===== config.mk =====
export PLATFORM = sky130hd
export DESIGN_NAME = lcd_cmd_arbiter
export DESIGN_NICKNAME = d
export VERILOG_FILES = /design/src/rtl/lcd_cmd_arbiter.sv
export SDC_FILE = /design/constraint.sdc
export NUM_CORES = 1
export LEC_CHECK = 0
export CAP_MARGIN = 20
export CORE_ASPECT_RATIO = 0.8
export CORE_MARGIN = 2
export CORE_UTILIZATION = 50
export CTS_CLUSTER_DIAMETER = 100
export DETAILED_ROUTE_END_ITERATION = 10
export GPL_TIMING_DRIVEN = 0
export PLACE_DENSITY = 0.76
export REMOVE_ABC_BUFFERS = 1
export SLEW_MARGIN = 20
export SYNTH_ARGS = -nofsm -noshare
export SYNTH_HDL_FRONTEND = slang
export SYNTH_SLANG_ARGS = --single-unit

===== constraint.sdc =====
create_clock -name clk -period 1.72 [get_ports clk]
set_input_delay 0.344 -clock clk [delete_from_list [all_inputs] [get_ports clk]]
set_output_delay 0.344 -clock clk [all_outputs]
set_load 0.02 [all_outputs]

===== src/rtl/lcd_cmd_arbiter.sv =====
// Round-robin arbiter sharing one LCD_Controller command port between two requesters,
// with a post-command settle delay and a done-timeout that reports err with the ack.
module lcd_cmd_arbiter #(
    parameter int unsigned DELAY_CYCLES   = 262142,
    parameter int unsigned DLY_W          = 18,
    parameter int unsigned TIMEOUT_CYCLES = 1000000,
    parameter int unsigned TO_W           = 20
) (
    input  logic       clk,
    input  logic       rst,
    input  logic       req0,
    input  logic [8:0] data0,
    output logic       ack0,
    input  logic       req1,
    input  logic [8:0] data1,
    output logic       ack1,
    output logic       err,
    output logic [7:0] lcd_data,
    output logic       lcd_rs,
    output logic       lcd_start,
    input  logic       lcd_done,
    output logic       busy,
    output logic       owner
);

    typedef enum logic [2:0] {
        IDLE,
        ISSUE,
        WAIT_DONE,
        HOLD,
        ACK
    } state_t;

    localparam logic [DLY_W-1:0] DLY_LAST = DLY_W'(DELAY_CYCLES - 1);
    localparam logic [TO_W-1:0]  TO_LAST  = TO_W'(TIMEOUT_CYCLES - 1);

    state_t            state;
    logic [DLY_W-1:0]  dly_cnt;
    logic [TO_W-1:0]   to_cnt;
    logic              last_grant;
    logic              grant_sel;

    // On a tie the requester that did not win last time is served.
    assign grant_sel = (req0 && req1) ? ~last_grant : req1;

    always_ff @(posedge clk) begin
        if (rst) begin
            state      <= IDLE;
            lcd_data   <= '0;
            lcd_rs     <= 1'b0;
            lcd_start  <= 1'b0;
            ack0       <= 1'b0;
            ack1       <= 1'b0;
            err        <= 1'b0;
            busy       <= 1'b0;
            dly_cnt    <= '0;
            to_cnt     <= '0;
            last_grant <= 1'b1;
            owner      <= 1'b1;
        end else begin
            case (state)
                IDLE: begin
                    if (req0 || req1) begin
                        owner               <= grant_sel;
                        {lcd_rs, lcd_data}  <= grant_sel ? data1 : data0;
                        lcd_start           <= 1'b1;
                        busy                <= 1'b1;
                        state               <= ISSUE;
                    end
                end
                ISSUE: begin
                    // lcd_done seen here belongs to a previous command and is ignored.
                    lcd_start <= 1'b0;
                    to_cnt    <= '0;
                    state     <= WAIT_DONE;
                end
                WAIT_DONE: begin
                    if (lcd_done) begin
                        if (DELAY_CYCLES == 0) begin
                            err   <= 1'b0;
                            ack0  <= ~owner;
                            ack1  <= owner;
                            state <= ACK;
                        end else begin
                            dly_cnt <= '0;
                            state   <= HOLD;
                        end
                    end else if (to_cnt == TO_LAST) begin
                        err   <= 1'b1;
                        ack0  <= ~owner;
                        ack1  <= owner;
                        state <= ACK;
                    end else begin
                        to_cnt <= to_cnt + 1'b1;
                    end
                end
                HOLD: begin
                    if (dly_cnt == DLY_LAST) begin
                        err   <= 1'b0;
                        ack0  <= ~owner;
                        ack1  <= owner;
                        state <= ACK;
                    end else begin
                        dly_cnt <= dly_cnt + 1'b1;
                    end
                end
                ACK: begin
                    ack0       <= 1'b0;
                    ack1       <= 1'b0;
                    err        <= 1'b0;
                    busy       <= 1'b0;
                    last_grant <= owner;
                    state      <= IDLE;
                end
                default: begin
                    state <= IDLE;
                end
            endcase
        end
    end

endmodule


Word-level counts from Yosys, hierarchy flattened
Cells that the tools add are included.
W data, S select, Z words.
{"block": "word_totals", "reg_bits": 57, "out_inout_bits": 15, "word_cells": 73}
{"block": "classes", "addsub": 2, "eq_ne": 14, "mux": 28, "bitwise": 2, "reduce_logical": 15}
{"operator": "$mux W20", "n": 2}
{"operator": "$pmux W20 S2", "n": 1}
{"operator": "$mux W18", "n": 2}
{"operator": "$pmux W18 S2", "n": 1}
{"operator": "$add A20 B1 Y20 const B", "n": 1}
{"operator": "$eq A20 B20 Y1 const B", "n": 1}
{"operator": "$add A18 B1 Y18 const B", "n": 1}
{"operator": "$eq A18 B18 Y1 const B", "n": 1}
{"operator": "$ne A2 B2 Y1 const B", "n": 7}
{"operator": "$mux W3", "n": 4}
{"operator": "$pmux W3 S4", "n": 1}
{"operator": "$mux W1", "n": 11}
{"operator": "$mux W9", "n": 1}
{"operator": "$pmux W1 S3", "n": 3}
{"operator": "$reduce_and A3 Y1", "n": 3}
{"operator": "$reduce_bool A2 Y1", "n": 4}
{"operator": "$eq A3 B2 Y1 const B", "n": 2}
{"operator": "$reduce_and A2 Y1", "n": 3}
{"operator": "$pmux W1 S2", "n": 2}
{"operator": "$reduce_and A4 Y1", "n": 1}
{"operator": "$eq A3 B1 Y1 const B", "n": 1}
{"operator": "$eq A3 B3 Y1 const B", "n": 1}
{"operator": "$logic_not A3 Y1", "n": 1}
{"operator": "$ne A3 B3 Y1 const B", "n": 1}
{"operator": "other kinds (4)", "n": 5}

Longest topological paths before layout
Gate-level depths: netlist of the first run.
{"block": "depth", "depth_word": 4, "ltp_mapped": 8, "mapped_depth_nobuf": 7}

Worst setup path after synthesis of the first run
Ideal clock, no wire load.
{"block": "synth_timing", "path_type": "reg2reg", "from": "reg dly_cnt[0]", "to": "reg dly_cnt[2]", "setup_time_ps": 122, "arrival_time_ps": 1777, "required_time_ps": 1598, "path_slack_ps": -178, "stages_incl_launch_ff": 7, "n_path_buf": 0, "period_less_slack_ps": 1898, "cell_sequence": "dfxtp_1 > ha_1 > nand3_1 > or4_4 > o21ai_1 > nor3b_1 > a221o_1"}
{"block": "synth_via", "elab_chain_len": 3, "word_cells_on_any_way": 6, "classes_between": "1 x add/sub; 2 x eq/ne; 2 x mux; 1 x reduce/logical"}
{"element": "start: declaration", "line": "38", "rtl": "logic [DLY_W-1:0] dly_cnt;"}
{"element": "start signal: assignment", "line": "104", "rtl": "dly_cnt <= dly_cnt + 1'b1;"}
{"element": "$add A18 B1 Y18 or $eq A18 B18 Y1 (tied branches)", "line": "104, 98"}
{"element": "$mux W18 or $ne A2 B2 Y1 (tied branches)"}
{"element": "$pmux W18 S2 or $reduce_and A3 Y1 (tied branches)"}
Parallel ways exist; a longest one is shown, timed or not. The select of a mux whose other input is x is not followed.
A chain may end at the register's enable or synchronous reset.

Worst setup path after layout of the first run
{"block": "layout_timing", "from": "reg state[2]", "to": "reg to_cnt[7]"}
{"block": "layout_via", "elab_chain_len": 3, "word_cells_on_any_way": 7, "classes_between": "4 x eq/ne; 1 x mux; 2 x reduce/logical"}
{"element": "start: declaration", "line": "37", "rtl": "state_t state;"}
{"element": "start signal: assignment", "line": "48", "rtl": "state <= IDLE;"}
{"element": "start signal: assignment", "line": "68", "rtl": "state <= ISSUE;"}
{"element": "start signal: assignment", "line": "75", "rtl": "state <= WAIT_DONE;"}
{"element": "$eq A3 B2 Y1 or $eq A3 B1 Y1 (tied branches)", "line": "61", "rtl": "case (state)"}
{"element": "$ne A2 B2 Y1 (no line) or $reduce_bool A2 Y1 (tied branches)"}
{"element": "$reduce_and A3 Y1 (no line)"}
{"element": "end signal: assignment", "line": "94", "rtl": "to_cnt <= to_cnt + 1'b1;"}
{"element": "end: declaration", "line": "39", "rtl": "logic [TO_W-1:0] to_cnt;"}
Parallel ways exist; a longest one is shown, timed or not.

==> results of run 1 <==
## cell usage after synthesis, types with 2 or more instances
cell / n / area [µm²]
nor4b_1: 2 / 17.5
and3_1: 9 / 56.3
nand2_1: 24 / 90.1
a21boi_0: 2 / 15.0
or4_1: 6 / 45.0
a41oi_1: 2 / 17.5
nor3b_1: 2 / 15.0
o21ai_0: 17 / 85.1
clkbuf_1: 7 / 26.3
and2_1: 4 / 25.0
nor2b_1: 3 / 18.8
dfxtp_1: 57 / 1140
o211ai_1: 5 / 37.5
a211oi_1: 13 / 97.6
a21oi_1: 29 / 145
nor2_1: 33 / 124
o31ai_1: 5 / 37.5
nor3_1: 6 / 30.0
xnor2_1: 4 / 35.0
and4b_1: 2 / 20.0
nand4_1: 5 / 31.3
buf_6: 2 / 22.5
inv_1: 8 / 30.0
a211o_1: 2 / 17.5
nand2b_1: 2 / 12.5
ha_1: 3 / 37.5
mux2i_1: 11 / 110
and4_1: 2 / 17.5
a21o_1: 3 / 22.5
nand3_1: 22 / 110
or3_1: 10 / 62.6
nor4_1: 5 / 31.3
o21a_1: 3 / 22.5
a31oi_1: 4 / 25.0
buf_2: 4 / 20.0
## layer usage
layer,vias up,global-route usage
met2,129,0.377
met4,0,0.113
met5,-,0
met3,19,0.0754
met1,1463,0.296
li1,1463,-
## worst min path at each step
| stage | start | end | slack [ps] | cells after the start |
|---|---|---|---|---|
| finish | last_grant | last_grant | 480 | 1 |
| global route | ack0 | ack0 | 500 | 2 |
| detailed placement | last_grant | last_grant | 460 | 1 |
| global placement | last_grant | last_grant | 440 | 1 |
| floorplan | rst | ack0 | 410 | 1 |
| CTS | last_grant | last_grant | 470 | 1 |
## flip-flops by register name, summed over array words and instances (netlist names)
name        cells
err             1
lcd_data        8
owner           1
lcd_rs          1
state           3
ack0            1
busy            1
last_grant      1
to_cnt         20
lcd_start       1
ack1            1
dly_cnt        18
## stage by stage
stage	total power, mW	cells	TNS, ps	worst slack, ps
floorplan	1.96	336	-2880	-204
global placement	2.25	454	-40460	-1150
detailed placement	2.27	456	-24780	-889
CTS	3.54	489	-1760	-128
global route	3.85	504	-5500	-242
finish	3.70	504	-3170	-186
## layout make-up
| cell class | count | share of cell area |
|---|---|---|
| repair buffers | 71 | 0.162 |
| flip-flops and latches | 57 | 0.277 |
| inverters | 8 | 0.00707 |
| clock buffers | 14 | 0.0383 |
| multi-input cells | 273 | 0.492 |
| well taps | 81 | 0.0238 |
## worst max-delay path, stage by stage (launching register included)
cell	delay [ps]
dfxtp_4	360
buf_12	130
or3b_4	420
o21ai_4	110
o211ai_1	260
or3_1	430
a21oi_2	130
## report_power, final
part           leakage, nW  internal [mW]  switching, mW
clock network       0.0826          0.587          0.508
logic                0.883          0.536          0.596
registers            0.473           1.41         0.0649
## what timing repair did
action,4_1_cts,5_1_grt
endpoints found under the setup margin,54,55
hold buffers,0,0
setup buffers,17,15
pin swaps,23,28
resized for setup,54,60
cloned,2,0
## cell families (layout without fill, tap and decap cells)
logic type / after synthesis / after routing / share of synthesized area
buffers and inverters: 24 / 93 / 0.0385
XOR/XNOR: 5 / 5 / 0.0146
AND/OR/NAND/NOR: 151 / 152 / 0.283
multiplexers: 12 / 12 / 0.0406
AO/OA/AOI/OAI: 100 / 101 / 0.229
adder cells (fa/ha/maj): 3 / 3 / 0.0126
flip-flops: 57 / 57 / 0.382
==> metrics.md, run 1 <==
| Metric | Value |
|---|---|
| Status | `finished, violations left` |
| Violated checks | `negative setup slack` |
| Met2 routed WL | `4030 µm` |
| Reg2Reg Depth | `6` |
| Top Layer Used | `met4` |
| GP Congestion | `0.878` |
| CTS tree | `yes` |
| Design Area, Final | `about 4300 µm²` |
| Highest clock rate | `525 MHz` |
| Port Buffers | `37` |
| Drt first-iter violations | `about 270` |
| Final core utilization | `0.727` |
| Final setup fails | `36` |
| Vias in the first global route | `roughly 2700` |
| Worst Tran Pin Value | `between 500 and 600 ps` |
| Initial antenna violation count | `0` |
| Worst VDD drop | `roughly 0.77 mV` |
| Post-route ant nets | `0` |
| Clock Sinks | `57` |
| Most common cell after layout, fill and taps aside | `dfxtp_1` |
| Final-report hold violation count | `0` |
| Startpoint types | `flip-flop` |
| Crit path required time | `roughly 2000 ps` |
| DR vias | `a little over 3000` |
| DRT Wirelength | `about 8600 µm` |
| Post-Syn Area | `~3000 µm²` |
| Pre-Repair DR Iteration Count | `5` |
| Leak | `between 1 and 1.5 nW` |
| Worst Path Arrival | `approximately 2200 ps` |
| Crit path kind | `flip-flop to flip-flop` |
| Hold crit path type | `flip-flop to flip-flop` |
| Pin count of the biggest net entering global routing | `19` |
| Rel. slew slack | `0.654` |
| RR Endpoint | `to_cnt[7]` |
| Post-route setup slack | `-186 ps` |
| Post-synth ARST share | `0` |
| Area after DPL | `between 3000 and 4000 µm²` |
| Cells after Synth | `around 350` |
| Netlist cell types | `slightly below 70` |
| N_diodes | `0` |
| H-Tree Depth | `3` |
| Synth Register Bits | `57` |
| R2R setup slack | `-190 ps` |
| Commonest non-fill, non-tap cells in the layout | `dfxtp_1, clkdlybuf4s50_1, nor2_1, buf_4, a21oi_1` |
| DR vias/cell | `6.10` |
| Main flop type after synthesis | `dfxtp_1` |
| WHS | `about 480 ps` |
| Detailed-route DRC error count | `0` |
| Critical R2R Launch | `state[2]` |
| Core outline area | `approximately 5800 µm²` |
| Post-synthesis sequential area ratio | `0.382` |
| Total CTS buffers | `9` |
| Global Route Usage Sum | `0.237` |
| Final cycle utilization of the critical path | `1.11` |
| Die Ht | `73.2 µm` |
| Max FO, Critical Path | `8` |
| RSZ-0062 raised after global routing | `true` |
| I/O pin cnt | `38` |
| Crit. Startpoint | `state[2]` |
| Die area | `roughly 6600 µm²` |
| Synth Warn # | `0` |
| Layout Skew | `5.74 ps` |
| End point of the critical path | `to_cnt[7]` |
| Clk root buf | `clkbuf_8` |
| Routed length on met3 | `between 500 and 600 µm` |
| Clock Tree Buf Depth | `2` |
| Total gr overflow | `0` |
| Post-layout nets | `~450` |
| Fin. max-slew vios | `0` |
| Routed wire length per instance | `~17 µm` |
| Met1 wire length | `approximately 3800 µm` |
| First-pass GRT wire length | `~12000 µm` |
| Max Cap Viol | `0` |
| Row count | `25` |
| Layout area overhead | `42.2%` |
| FILL cells | `roughly 420` |
| Die width | `90.4 µm` |
| Register area | `about 1200 µm²` |
| Area taken by multi-input logic gates | `about 2100 µm²` |
| Mapped Avg Cell Area | `8.49 µm²` |
| HPWL Detailed | `roughly 4800 µm` |
| Share of layout cells above drive strength 1 | `0.326` |
| Initial Utilization | `0.511` |
| Count of flip-flops with a built-in enable after synthesis | `0` |
| Tmin final | `~1900 ps` |
| Worst-path clk slew | `60 ps` |
| PwrDens | `roughly 870 nW/µm²` |
| Clock latency on the worst-skew pair | `around 350 ps` |
| Crit. End Element | `flip-flop` |
Power figures use the tool's default switching activity.
==> inputs of run 2 (changes only) <==
--- a/config.mk
+++ b/config.mk
@@ -8,11 +8,11 @@
 export CAP_MARGIN = 20
 export CORE_ASPECT_RATIO = 0.8
 export CORE_MARGIN = 2
-export CORE_UTILIZATION = 50
+export CORE_UTILIZATION = 55
 export CTS_CLUSTER_DIAMETER = 100
 export DETAILED_ROUTE_END_ITERATION = 10
 export GPL_TIMING_DRIVEN = 0
-export PLACE_DENSITY = 0.76
+export PLACE_DENSITY = 0.79
 export REMOVE_ABC_BUFFERS = 1
 export SLEW_MARGIN = 20
 export SYNTH_ARGS = -nofsm -noshare
==> constraint.sdc (replaced) <==
create_clock -name clk -period 2.1 [get_ports clk]
set_input_delay 0.42 -clock clk [delete_from_list [all_inputs] [get_ports clk]]
set_output_delay 0.42 -clock clk [all_outputs]
set_load 0.02 [all_outputs]
==> metrics.md, run 2 (synthesized netlist as in run 1, its figures left out) <==
| Metric | Value |
|---|---|
| Highest clock rate | `about 500 MHz` |
| Final cycle utilization of the critical path | `0.943` |
| Area after DPL | `around 3400 µm²` |
| Worst Path Arrival | `between 2000 and 2500 ps` |
| Leak | `roughly 1.2 nW` |
| Vias in the first global route | `2585` |
| Biggest register | `to_cnt` |
| Final setup fails | `0` |
| Placed cell count | `436` |
| Pin count of the biggest net entering global routing | `34` |
| First-pass GRT wire length | `roughly 12000 µm` |
| Design Area, Final | `approximately 3600 µm²` |
| GR Util met2 | `0.354` |
| Max reg flops | `20` |
| Register area | `approximately 1100 µm²` |
| Crit path cell chain | `or3b_4 -> or2_4 -> a31oi_4 -> nor2_2 -> a221o_1` |
| Die area | `between 6000 and 7000 µm²` |
| Pre-Repair DR Iteration Count | `5` |
| H-Tree Depth | `3` |
| RSZ-0062 raised after global routing | `false` |
| N_diodes | `0` |
| Tot Pwr | `2.71 mW` |
| DR vias/cell | `around 6.2` |
| Worst path max stage delay | `between 400 and 500 ps` |
| Die width | `~86 µm` |
| GR Util met3 | `0.0910` |
| Worst-path clk slew | `60 ps` |
| HPWL Detailed | `just under 5000 µm` |
| R2R setup slack | `around 120 ps` |
| M1 GR Usage | `0.324` |
| Final-report hold violation count | `0` |
| Place WS | `-372 ps` |
| Post-CTS Hold Buffers | `0` |
| CTS tree | `yes` |
| Detailed-route DRC error count | `0` |
| Hold crit path type | `flip-flop to flip-flop` |
| DRT Wirelength | `6930 µm` |
| Fin. max-slew vios | `0` |
| Area taken by multi-input logic gates | `1770 µm²` |
| WHS | `roughly 480 ps` |
| Max Cap Viol | `0` |
| Core outline area | `slightly above 5000 µm²` |
| Max FO, Critical Path | `10` |
| Drt first-iter violations | `165` |
| DR vias | `2830` |
| Clock Sinks | `57` |
| Commonest non-fill, non-tap cells in the layout | `dfxtp_1, clkdlybuf4s50_1, nor2_1, a21oi_1, nand2_1` |
| Total gr overflow | `0` |
| Slowest-stage cell, CP | `or3b_4` |
| Post-layout nets | `between 400 and 500` |
| I/O pin cnt | `38` |
| Largest regs | `to_cnt: 20 flops, dly_cnt: 18 flops, lcd_data: 8 flops` |
| FILL cells | `roughly 440` |
| Initial antenna violation count | `0` |
| Most common cell after layout, fill and taps aside | `dfxtp_1` |
| Clk root buf | `clkbuf_8` |
| Clock Tree Buf Depth | `2` |
| Row count | `23` |
| Crit. End Element | `flip-flop` |
| Die Ht | `between 60 and 70 µm` |
| Post-route ant nets | `0` |
| Setup_tns | `0 ps` |
| Final core utilization | `0.701` |
| Initial Utilization | `0.584` |
| Tmin final | `between 1500 and 2000 ps` |
| GP Congestion | `0.876` |
| Layout Skew | `a little under 8 ps` |
| Routed wire length per instance | `approximately 15 µm` |
| Post-route setup slack | `around 120 ps` |
| Crit path required time | `2320 ps` |
| Busiest grt layer | `met2` |
| PwrDens | `between 700 and 800 nW/µm²` |
| Startpoint types | `flip-flop` |
| Rel. slew slack | `0.571` |
| Non-Filler Instances | `approximately 460` |
| Clock latency on the worst-skew pair | `approximately 330 ps` |
| Status | `finished clean` |
| Worst Tran Pin Value | `about 640 ps` |
| Share of layout cells above drive strength 1 | `0.115` |
| Layout area overhead | `20.2%` |
| Crit path kind | `flip-flop to flip-flop` |
| Total CTS buffers | `9` |
| Port Buffers | `37` |
| Worst VDD drop | `between 0.6 and 0.7 mV` |
| Global Route Usage Sum | `0.238` |
==> run 2: power by group <==
part / total [mW] / switching [mW] / internal (mW) / leakage (nW)
Combinational: 0.637 / 0.368 / 0.269 / 0.682
Clock: 0.856 / 0.411 / 0.445 / 0.0887
Sequential: 1.22 / 0.0612 / 1.16 / 0.464
Total: 2.71 / 0.841 / 1.87 / 1.23
==> run 2: metal layers <==
metal,wire length (µm),up-vias,part of all wire
met5,0,-,0
met4,46,0,0.0066
met3,564,6,0.081
met2,3030,98,0.44
met1,3290,1326,0.47
li1,-,1400,-
==> run 2: cell type report <==
class / count / share of cell area
Multi-Input combinational cell: 271 / 0.494
Clock inverter: 4 / 0.00557
Tap cell: 62 / 0.0216
Sequential cell: 57 / 0.319
Clock buffer: 11 / 0.0394
Timing Repair Buffer: 42 / 0.113
Inverter: 8 / 0.00836
==> run 2: worst paths after layout <==
path                  from    endpoint  cells after the start
setup / recovery  state[2]  dly_cnt[2]                      5
setup reg to reg  state[2]  dly_cnt[2]                      5
hold / removal        ack1        ack1                      2
hold reg to reg       ack1        ack1                      2
==> run 2: worst max-delay path: cells and delay by family, from the launching register on <==
kind               cells  cell delay, ps
DFF                    1             400
AOI/OAI and AO/OA      2             640
and+or+nand+nor        3             840
==> run 2: timing repair <==
item	CTS	global route
pin swaps	0	4
resized for setup	2	10
setup buffers	0	4
hold endpoints to repair	0	0
gates cloned	0	0
setup endpoints to repair	5	33
